[src/rtl/up_down_counter_ctrl_pkg.sv]
// Shared opcode and FSM state encodings for the up/down counter controller.
package up_down_counter_ctrl_pkg;

    localparam logic [1:0] OP_NOP  = 2'b00;
    localparam logic [1:0] OP_LOAD = 2'b01;
    localparam logic [1:0] OP_UP   = 2'b10;
    localparam logic [1:0] OP_DN   = 2'b11;

    localparam logic [1:0] S_IDLE    = 2'd0;
    localparam logic [1:0] S_ISSUE   = 2'd1;
    localparam logic [1:0] S_CAPTURE = 2'd2;

    typedef struct packed {
        logic       rst;
        logic       up;
        logic       dn;
    } strobe_t;

    function automatic strobe_t op_strobe(input logic [1:0] op);
        strobe_t s;
        s.rst = (op == OP_LOAD);
        s.up  = (op == OP_UP);
        s.dn  = (op == OP_DN);
        return s;
    endfunction

endpackage

[src/rtl/up_down_counter_ctrl_arb.sv]
// Two-way round-robin arbiter; pointer moves past the winner on accept.
module rr_arb2 (
    input  logic clk,
    input  logic rst,
    input  logic valid0,
    input  logic valid1,
    input  logic accept,
    output logic grant0,
    output logic grant1
);

    // ptr == 0 favours requester 0 when both are valid
    logic ptr;

    assign grant0 = valid0 && (!valid1 || !ptr);
    assign grant1 = valid1 && (!valid0 || ptr);

    always_ff @(posedge clk or posedge rst) begin
        if (rst) begin
            ptr <= 1'b0;
        end else if (accept) begin
            ptr <= grant0;
        end
    end

endmodule

[src/rtl/up_down_counter_ctrl.sv]
// Round-robin command controller driving one up/down counter and
// checking its result against a predicted value.
module up_down_counter_ctrl
    import up_down_counter_ctrl_pkg::*;
#(
    parameter int W = 8
) (
    input  logic         clk,
    input  logic         rst,
    input  logic         req0_valid,
    input  logic [1:0]   req0_op,
    input  logic [W-1:0] req0_data,
    output logic         req0_ready,
    input  logic         req1_valid,
    input  logic [1:0]   req1_op,
    input  logic [W-1:0] req1_data,
    output logic         req1_ready,
    output logic [W-1:0] ctr_a,
    output logic [W-1:0] ctr_b,
    output logic         ctr_rst,
    output logic         ctr_up,
    output logic         ctr_dn,
    input  logic [W-1:0] ctr_q,
    output logic         rsp_valid,
    output logic         rsp_id,
    output logic [W-1:0] rsp_q,
    output logic         rsp_sat,
    output logic         busy,
    output logic         err
);

    logic [1:0]   state;
    logic [1:0]   op_r;
    logic [W-1:0] data_r;
    logic [W-1:0] qb_r;
    logic         id_r;

    logic         grant0;
    logic         grant1;
    logic         idle;
    logic         acc0;
    logic         acc1;
    logic         accept;

    logic [W:0]   sum;
    logic [W:0]   diff;
    logic         sat;
    logic [W-1:0] expect_q;
    strobe_t      stb;

    assign idle   = (state == S_IDLE);
    assign acc0   = idle && req0_valid && grant0;
    assign acc1   = idle && req1_valid && grant1;
    assign accept = acc0 || acc1;

    assign req0_ready = idle && grant0;
    assign req1_ready = idle && grant1;
    assign busy       = !idle;

    rr_arb2 u_arb (
        .clk    (clk),
        .rst    (rst),
        .valid0 (req0_valid),
        .valid1 (req1_valid),
        .accept (accept),
        .grant0 (grant0),
        .grant1 (grant1)
    );

    // Operand register doubles as the counter a/b bus, so it holds between ops
    assign ctr_a = data_r;
    assign ctr_b = data_r;

    // Strobes decode from state, so an async reset drops them at once
    assign stb     = op_strobe(op_r);
    assign ctr_rst = (state == S_ISSUE) && stb.rst;
    assign ctr_up  = (state == S_ISSUE) && stb.up;
    assign ctr_dn  = (state == S_ISSUE) && stb.dn;

    // Carry/borrow out of the W+1 bit result is the overflow guard verdict
    assign sum  = {1'b0, qb_r} + {1'b0, data_r};
    assign diff = {1'b0, qb_r} - {1'b0, data_r};

    always_comb begin
        sat      = 1'b0;
        expect_q = qb_r;
        case (op_r)
            OP_LOAD: expect_q = data_r;
            OP_UP: begin
                sat = sum[W];
                if (!sum[W]) begin
                    expect_q = sum[W-1:0];
                end
            end
            OP_DN: begin
                sat = diff[W];
                if (!diff[W]) begin
                    expect_q = diff[W-1:0];
                end
            end
            default: expect_q = qb_r;
        endcase
    end

    always_ff @(posedge clk or posedge rst) begin
        if (rst) begin
            state     <= S_IDLE;
            op_r      <= OP_NOP;
            data_r    <= '0;
            qb_r      <= '0;
            id_r      <= 1'b0;
            rsp_valid <= 1'b0;
            rsp_id    <= 1'b0;
            rsp_q     <= '0;
            rsp_sat   <= 1'b0;
            err       <= 1'b0;
        end else begin
            rsp_valid <= 1'b0;
            case (state)
                S_IDLE: begin
                    if (accept) begin
                        op_r   <= acc1 ? req1_op : req0_op;
                        data_r <= acc1 ? req1_data : req0_data;
                        id_r   <= acc1;
                        qb_r   <= ctr_q;
                        state  <= S_ISSUE;
                    end
                end
                S_ISSUE: begin
                    state <= S_CAPTURE;
                end
                S_CAPTURE: begin
                    rsp_valid <= 1'b1;
                    rsp_id    <= id_r;
                    rsp_q     <= ctr_q;
                    rsp_sat   <= sat;
                    if (ctr_q != expect_q) begin
                        err <= 1'b1;
                    end
                    state <= S_IDLE;
                end
                default: begin
                    state <= S_IDLE;
                end
            endcase
        end
    end

endmodule

[config.mk]
export PLATFORM = sky130hd
export DESIGN_NAME = up_down_counter_ctrl
export DESIGN_NICKNAME = d
export VERILOG_FILES = /design/src/rtl/up_down_counter_ctrl_pkg.sv /design/src/rtl/up_down_counter_ctrl_arb.sv /design/src/rtl/up_down_counter_ctrl.sv
export SDC_FILE = /design/constraint.sdc
export NUM_CORES = 1
export LEC_CHECK = 0
export CAP_MARGIN = 40
export CORE_ASPECT_RATIO = 1.5
export CORE_MARGIN = 1
export CORE_UTILIZATION = 46
export CTS_CLUSTER_DIAMETER = 30
export DETAILED_ROUTE_END_ITERATION = 6
export HOLD_SLACK_MARGIN = 0.12
export MAX_ROUTING_LAYER = met4
export PLACE_DENSITY = 0.9
export REMOVE_ABC_BUFFERS = 1
export SLEW_MARGIN = 20
export SYNTH_ARGS = -nofsm -noshare
export SYNTH_HDL_FRONTEND = slang
export SYNTH_SLANG_ARGS = --single-unit
[constraint.sdc]
create_clock -name clk -period 3.15 [get_ports clk]
set_input_delay 0.4725 -clock clk [delete_from_list [all_inputs] [get_ports clk]]
set_output_delay 0.4725 -clock clk [all_outputs]
set_load 0.05 [all_outputs]
Word-level counts from Yosys, hierarchy flattened --
Index checks and enable logic that the tools add are counted. W data, S select, Z words.
Storage, ports and cells: input bits 32, bits in registers 34, word-level logic and storage cells 50
Operators by class: equality and inequality tests 7, add/subtract/negate cells 2, reduce and logical (&&, ||, !) cells 21, mux-type cells 9
Operator list (number):
- $mux W8 | 3
- $pmux W8 S3 | 1
- $logic_and A1 B1 Y1 | 11
- $add A8 B8 Y9 | 1
- $sub A8 B8 Y9 | 1
- $ne A8 B8 Y1 | 1
- $eq A2 B2 Y1 const B | 3
- $eq A2 B1 Y1 const B | 2
- $logic_not A1 Y1 | 4
- $mux W2 | 2
- $pmux W2 S2 | 1
- $reduce_and A2 Y1 | 2
- $logic_or A1 B1 Y1 | 3
- $logic_not A2 Y1 | 1
- $ne A2 B1 Y1 const B | 1
- $pmux W1 S2 | 1
- $mux W1 | 1

Depth between registers and ports, before layout --
Gate-level depths: netlist (run 1).
depth in word-level cells 7, gate-level depth with buffers 11, depth with buffers taken out 11

Cells and area by module --
A second synthesis (run 1) with hierarchy kept.
Unflattened totals: cell total of the unflattened synthesis 320, area total of the unflattened synthesis 2710.1 um^2
By module, submodules not included:
- up_down_counter_ctrl | cells an instance 314, sequential area each 825.8 um^2, instances 1, area each 2643.8 um^2
- rr_arb2 | cells an instance 6, sequential area each 25.0 um^2, instances 1, area each 66.3 um^2

Worst setup path after synthesis (run 1) --
OpenSTA, ideal clock, no wires.
path kind register to register, from register data_r[0] (netlist: ctr_a[0]), to register err, slack -0.473 ns, arrival 3.493 ns, clock period less this slack 3.623 ns, cell stages (with the launch flop) 12, cells stage by stage dfrtp_1 > ha_1 > inv_1 > fa_1 > o21ba_2 > o31a_1 > a21o_4 > a311o_1 > or4_1 > a22oi_1 > o2111ai_1 > o41a_1
Between the ends: word-level cells in the longest chain between the ends 5, elaborated cells between the ends (all ways) 7, classes of those cells add/sub (2); eq/ne (1); mux (3); reduce/logical (1)
RTL lines:
- from (decl) | RTL line up_down_counter_ctrl.sv:34 | logic [W-1:0] data_r;
- from (signal assigned) | RTL line up_down_counter_ctrl.sv:123 | data_r <= acc1 ? req1_data : req0_data;
- $sub A8 B8 Y9 / $add A8 B8 Y9 (equally long branches) | RTL line up_down_counter_ctrl.sv:82, up_down_counter_ctrl.sv:81
- $mux W8, on equally long branches | RTL line up_down_counter_ctrl.sv:97, up_down_counter_ctrl.sv:91
- $pmux W8 S3 * | RTL line up_down_counter_ctrl.sv:87 | case (op_r)
- $ne A8 B8 Y1 * | RTL line up_down_counter_ctrl.sv:137 | if (ctr_q != expect_q) begin
- $reduce_and A2 Y1 (no source line) *
- to (signal assigned) | RTL line up_down_counter_ctrl.sv:116 | err <= 1'b0;
- to (signal assigned) | RTL line up_down_counter_ctrl.sv:138 | err <= 1'b1;
- to (decl) | RTL line up_down_counter_ctrl.sv:29 | output logic err
Every way passes the cells marked *; elsewhere a longest branch is shown, timed or not. A chain may end at the register's enable or synchronous reset.

Worst setup path in the final report (run 1) --
Ends and elaborated chain as after synthesis.

==> results of run 1 <==
[flip-flops by register name (all words and copies together), names as in the netlist]
signal,count
state,2
op_r,2
qb_r,8
id_r,1
rsp_id,1
ctr_a,8
u_arb.ptr,1
rsp_sat,1
rsp_q,8
rsp_valid,1
err,1
[cell type report]
type / count / area (µm²) / share of cell area (%)
timing repair buffer: 107 / 998 / 26.0
clock buffer: 7 / 86.3 / 2.25
sequential: 34 / 851 / 22.2
clock inverter: 1 / 5.00 / 0.131
tap: 72 / 90.1 / 2.35
inverter: 25 / 93.8 / 2.45
multi-input combinational: 248 / 1710 / 44.6
[cells by family after synthesis]
group | after synthesis | share of synthesized area [%]
xor gates and xnor gates | 10 | 3.19
buffers and inverters | 46 | 7.75
DFF | 34 | 31.0
AOI/OAI and AO/OA | 82 | 21.7
adders and majority gates | 19 | 9.21
and+or+nand+nor | 118 | 19.6
muxes | 19 | 7.61
[metal layers]
metal | global-route usage (%) | vias to the layer above | part of all wire, %
li1 | - | 1336 | -
met3 | 3.18 | 43 | 5.8
met1 | 34.8 | 1385 | 38
met2 | 49.4 | 145 | 51
met4 | 16.2 | 0 | 4.7
met5 | - | - | 0
[path summary, 6_finish.rpt]
path	startpoint	end	slack (ns)
worst max-delay path	ctr_a[0]	err	-0.16
worst min-delay path	id_r	id_r	0.47
max in group asynchronous	rst	ctr_a[3]	2.25
min in group asynchronous	rst	rsp_valid	0.59
worst min register to register	id_r	id_r	0.47
worst max register to register	ctr_a[0]	err	-0.16
[worst reg2reg max path, cell delays in order, from the launching register on]
cell	delay (ns)
sky130_fd_sc_hd__dfrtp_1	0.41
sky130_fd_sc_hd__ha_2	0.22
sky130_fd_sc_hd__inv_2	0.04
sky130_fd_sc_hd__fa_2	0.36
sky130_fd_sc_hd__o21ba_4	0.21
sky130_fd_sc_hd__o31a_1	0.30
sky130_fd_sc_hd__a21o_4	0.24
sky130_fd_sc_hd__a311o_1	0.26
sky130_fd_sc_hd__or4_1	0.39
sky130_fd_sc_hd__a22oi_1	0.19
sky130_fd_sc_hd__o2111ai_1	0.14
sky130_fd_sc_hd__o41a_1	0.44
[through the flow]
stage | instances | setup TNS (ns) | setup WS [ns] | utilization [%] | instance area, µm²
2_1_floorplan | 307 | -0.792 | -0.792 | - | 2630
3_3_place_gp | 486 | -0.133 | -0.133 | 64.2 | 3710
6_report | 494 | -0.162 | -0.162 | 66.3 | 3830
4_1_cts | 494 | -0.121 | -0.121 | 66.0 | 3820
3_5_place_dp | 486 | -0.188 | -0.188 | 64.2 | 3710
5_1_grt | 494 | -0.263 | -0.263 | 66.3 | 3830
[placed cells by master (no fill, tap or decap), drive strengths merged, types with 2 or more instances in the layout]
cell            n
nor3            3
nand2b          8
a21o            2
fa              2
clkdlybuf4s50  63
a211oi          5
inv            25
o21ai           8
or2             2
mux2           15
xor2            3
or3             2
nor3b           2
o2111ai         2
a21oi          19
o221ai          3
buf            44
mux2i           4
nor2           34
nor2b           7
o32ai           2
o211a           2
clkbuf          7
or4             2
dfrtp          34
ha             17
o211ai          5
nand3           5
o21ba           2
a31oi          12
nand2          47
o41a            2
a311o           2
o31ai           4
a22oi           3
xnor2           7
[what timing repair did]
| item | in CTS | in global routing |
|---|---|---|
| setup endpoints to repair | 1 | 1 |
| gates resized for setup | 5 | 3 |
| hold endpoints to repair | 0 | 0 |
| pin swaps | 0 | 1 |
| setup buffers | 0 | 0 |
==> results.yml, run 1 <==
logic_synthesis:
  synthCells: 328
  synth_async_sr_flop_share_pct: 100
  mean_syn_cell_area_um2: 8.37
  mappedNetlistArea_mm2: 0.00275
  synthTopCellsByArea: "sky130_fd_sc_hd__dfrtp_1, sky130_fd_sc_hd__ha_1, sky130_fd_sc_hd__nand2_1, sky130_fd_sc_hd__mux2_2, sky130_fd_sc_hd__nor2_1"
  synthMostInstantiatedCell: "sky130_fd_sc_hd__nand2_1"
  synth-seq-area-share_pct: 31.0
  synth_seq_cells: 34
  synth_enable_flop_cells: 0
  yosys.area.top_type_share_pct: 31.0
  dominantRegCellSynth: "sky130_fd_sc_hd__dfrtp_1"
  synth-warning-count: 0
  synthTopCellsByCount: "sky130_fd_sc_hd__nand2_1, sky130_fd_sc_hd__dfrtp_1, sky130_fd_sc_hd__nor2_1"
  ys_types: 58
  yosys.area.top_type: "sky130_fd_sc_hd__dfrtp_1"
clock_network:
  clk_pin_slew_worst_setup_hold_paths_ns: 0.07
  tritoncts_clock_tree: "yes"
  cts.sink_count: 34
  cts_buffers: 5
  clk_latency_worst_skew_pair_ns: 0.29
  cts-hold-fix-buffers: 0
  htree_levels: 2
  clockBufferDepth: 2
  root_buffer: "sky130_fd_sc_hd__clkbuf_8"
worst_setup_path:
  r2r.worst_path.cells: 11
  critical_path.n_buffers_inverters: 1
  timing.critical_path.slowest_cell_delay_ns: 0.44
  critical_path_required_ns: 3.31
  critPathMaxFanout: 4
  timing_worst_setup_path_type: "reg2reg"
  critical_path_cell_count: 11
  crit_path_top_delay_cell: "sky130_fd_sc_hd__o41a_1"
  cp-start-kind: "flip-flop"
  timing.critical_path.max_delay_family: "compound AO/OA/AOI/OAI gates"
  cp.arrival_ns: 3.48
  critPathCaptureType: "flip-flop"
  crit_chain: "ha_2 -> inv_2 -> fa_2 -> o21ba_4 -> o31a_1 -> a21o_4 -> a311o_1 -> or4_1 -> a22oi_1 -> o2111ai_1 -> o41a_1"
sta:
  worst_slew_pin_slew_ns: 0.677
  rel_slew_slack_pct: 54.8
  min_period_ns: 3.31
  setup_repair_after_global_routing_missed_its_margin: "true"
  slew_viol_final: 0
  setup-violations-final: 1
  hold_viol_final: 0
  min_period_over_period_pct: 105
  finClkSkew_ns: 0.00451
  timing.hold.ws_ns: 0.474
  fmax_mhz: 302
  timing.final.ws_setup_ns: -0.162
placed_design:
  detailedPlacementHpwl_um: 6740
  gp_routability_congestion: 1.01
  io_buffers: 65
detailed_routing:
  remaining_routing_drc_violations: 0
  detailedRoute.firstIterationViolations: 208
  drt-vias-per-instance: 5.89
  detailroute.via_count: 2909
  number_of_iterations_in_the_first_detailed_routing_pass: 5
  route.detailed.wl_per_inst_um: 17.3
  antenna_violating_nets_post_route: 0
  route.final.wire_length_um: 8550
die:
  std_cell_rows: 34
  core_region_area_mm2: 0.00579
  dieHeight_um: 96.6
  boundaryPins: 66
  initial_core_utilization_pct: 47.4
  die_x_um: 65.1
  fp.dieArea_mm2: 0.00629
global_route:
  grt_start_max_net_pins: 35
  antenna_found_initial: 0
  overall_overflow_remaining_after_global_route: 0
  grt_util_all_layers_pct: 29.9
  grt_first_pass_wirelength_um: 14200
  via_count_of_the_first_global_routing_pass: 3031
layout:
  num-nets-final: 472
  final_layout_size_suffix_gt1_share_pct: 18.7
  antennaDiodeCount: 0
  layout_overhead_on_the_synthesized_area_pct: 39.7
  filler_cell_count: 471
run_status:
  status: "finished, violations left"
  violations: "negative setup slack"
flow_run:
  max_cap_violations: 0
min_path:
  hp-class: "reg2reg"
  whs_path_depth: 2
Power of run 1 is left out: the tool's default activity adds up to more than one toggle a clock period on the data nets, which glitch-free logic cannot reach.
==> run 2: changes to the inputs <==
--- a/config.mk
+++ b/config.mk
@@ -13,7 +13,7 @@
 export DETAILED_ROUTE_END_ITERATION = 6
 export HOLD_SLACK_MARGIN = 0.12
 export MAX_ROUTING_LAYER = met4
-export PLACE_DENSITY = 0.9
+export PLACE_DENSITY = 0.88
 export REMOVE_ABC_BUFFERS = 1
 export SLEW_MARGIN = 20
 export SYNTH_ARGS = -nofsm -noshare
==> run 2 against run 1 <==
- the flow still finishes with violations (negative setup slack)
- via count is 3.1% lower
- global-route usage is 0.69 points higher
- clock skew increased by 0.0017 ns
- core utilization is 0.54 points lower
- maximum frequency increased by 1.3%
- die area unchanged
- flip-flop and latch count unchanged
- sequential share of layout area is 0.18 points higher
- cell count is 0.20% higher
- critical endpoint unchanged
==> results.yml, run 2 (synthesis results as in run 1) <==
clock_network:
  tritoncts_clock_tree: "yes"
  htree_levels: 2
  cts.sink_count: 34
  clockBufferDepth: 2
  root_buffer: "sky130_fd_sc_hd__clkbuf_8"
  cts_buffers: 5
  clk_pin_slew_worst_setup_hold_paths_ns: 0.07
  cts-hold-fix-buffers: 0
  clk_latency_worst_skew_pair_ns: 0.29
layout:
  final_common_cell: "sky130_fd_sc_hd__clkdlybuf4s50_1"
  multiInputGateArea_mm2: 0.00168
  finish.cell_count_without_fillers: 495
  antennaDiodeCount: 0
  num-nets-final: 473
  sequential_cell_area_um2: 851
  layout_overhead_on_the_synthesized_area_pct: 38.6
  filler_cell_count: 493
  most-common-layout-cells: "sky130_fd_sc_hd__clkdlybuf4s50_1, sky130_fd_sc_hd__nand2_1, sky130_fd_sc_hd__buf_4"
  final_layout_size_suffix_gt1_share_pct: 18.0
placed_design:
  io_buffers: 65
  gp_routability_congestion: 1.01
  detailedPlacementHpwl_um: 6910
  place_inst: 486
  post-place-ws_ns: -0.145
min_path:
  whs_path_depth: 2
  hp-class: "reg2reg"
worst_setup_path:
  critical_path_required_ns: 3.33
  cp.arrival_ns: 3.45
  crit_chain: "ha_1 -> inv_1 -> fa_2 -> o21ba_2 -> o31a_1 -> a21oi_2 -> o32ai_1 -> a2111oi_0 -> buf_4 -> xor2_1 -> nand2_1 -> o41a_1"
  cp-start-kind: "flip-flop"
  critPathCaptureType: "flip-flop"
  critPathMaxFanout: 5
  timing.critical_path.slowest_cell_delay_ns: 0.42
  crit_path_top_delay_cell: "sky130_fd_sc_hd__a2111oi_0"
  timing_worst_setup_path_type: "reg2reg"
  r2r.worst_path.cells: 12
detailed_routing:
  route.detailed.wl_per_inst_um: 17.9
  detailedRoute.firstIterationViolations: 209
  remaining_routing_drc_violations: 0
  antenna_violating_nets_post_route: 0
  drt-vias-per-instance: 5.69
  route.final.wire_length_um: 8840
  number_of_iterations_in_the_first_detailed_routing_pass: 5
  detailroute.via_count: 2819
sta:
  finClkSkew_ns: 0.00620
  setup_repair_after_global_routing_missed_its_margin: "true"
  min_period_ns: 3.27
  rel_slew_slack_pct: 55.3
  timing.hold.ws_ns: 0.484
  timing.final.ws_setup_ns: -0.121
  setup-violations-final: 1
  setup-tns-final_ns: -0.121
  worst_slew_pin_slew_ns: 0.671
  hold_viol_final: 0
  fmax_mhz: 306
  min_period_over_period_pct: 104
  slew_viol_final: 0
die:
  core_region_area_mm2: 0.00579
  fp.dieArea_mm2: 0.00629
  dieHeight_um: 96.6
  std_cell_rows: 34
  initial_core_utilization_pct: 47.4
  boundaryPins: 66
  die_x_um: 65.1
global_route:
  grt_first_pass_wirelength_um: 14400
  overall_overflow_remaining_after_global_route: 0
  antenna_found_initial: 0
  grt_util_all_layers_pct: 30.6
  via_count_of_the_first_global_routing_pass: 2884
  grt_start_max_net_pins: 35
run_status:
  status: "finished, violations left"
  violations: "negative setup slack"
flow_run:
  max_cap_violations: 0
==> run 2: cell types whose count changed in the layout (fill, tap and decap cells not counted) <==
| cell | previous run | this run |
|---|---|---|
| sky130_fd_sc_hd__a2111oi_0 | 0 | 1 |
| sky130_fd_sc_hd__a2111oi_2 | 1 | 0 |
| sky130_fd_sc_hd__a21oi_2 | 0 | 1 |
| sky130_fd_sc_hd__a21oi_4 | 1 | 0 |
| sky130_fd_sc_hd__buf_12 | 3 | 2 |
| sky130_fd_sc_hd__buf_4 | 41 | 43 |
| sky130_fd_sc_hd__ha_1 | 16 | 17 |
| sky130_fd_sc_hd__ha_2 | 1 | 0 |
| sky130_fd_sc_hd__inv_1 | 23 | 24 |
| sky130_fd_sc_hd__inv_2 | 2 | 1 |
| sky130_fd_sc_hd__o21ai_1 | 0 | 1 |
| sky130_fd_sc_hd__o21ai_2 | 1 | 0 |
| sky130_fd_sc_hd__o21ba_2 | 1 | 2 |
| sky130_fd_sc_hd__o21ba_4 | 1 | 0 |
==> run 2: layout make-up <==
class                      count  area share, %
sequential                    34           22.4
clock inverter                 1          0.132
clock buffer                   7           2.27
tap                           72           2.37
multi-input combinational    248           44.3
inverter                      25           2.47
timing repair buffer         108           26.1
==> run 2: path summary, 6_finish.rpt <==
kind | startpoint | to | slack (ns)
max | ctr_a[0] | err | -0.12
min | id_r | id_r | 0.48
max reg2reg | ctr_a[0] | err | -0.12
min reg2reg | id_r | id_r | 0.48
max in group asynchronous | rst | rsp_q[0] | 2.23
min in group asynchronous | rst | rsp_sat | 0.60
==> run 2: per-stage QoR <==
step                utilization, %  instance area (µm²)
CTS                           65.7                 3800
global placement              64.0                 3700
finish                        65.7                 3800
floorplan                        -                 2630
global route                  65.7                 3800
detailed placement            64.0                 3700
==> run 2: worst max-delay path: cells and delay by family (launching register included) <==
kind	cells	cell delay [ns]
AO/OA/AOI/OAI	6	1.76
adder cells (fa/ha/maj)	2	0.55
flip-flops	1	0.38
buffers and inverters	2	0.26
XOR/XNOR	1	0.14
AND/OR/NAND/NOR	1	0.09
==> run 2: timing repair <==
item,4_1_cts,5_1_grt
setup buffers,1,0
gates resized for setup,1,0
endpoints found under the setup margin,1,1
hold endpoints to repair,0,0
==> run 2: metal layers <==
metal	vias to the layer above	track usage [%]	wire, µm
met4	0	9.03	222
li1	1335	-	-
met1	1331	37.2	3520
met5	-	-	0
met2	128	53.0	4640
met3	25	2.48	463
Power of run 2 is left out for the same reason.
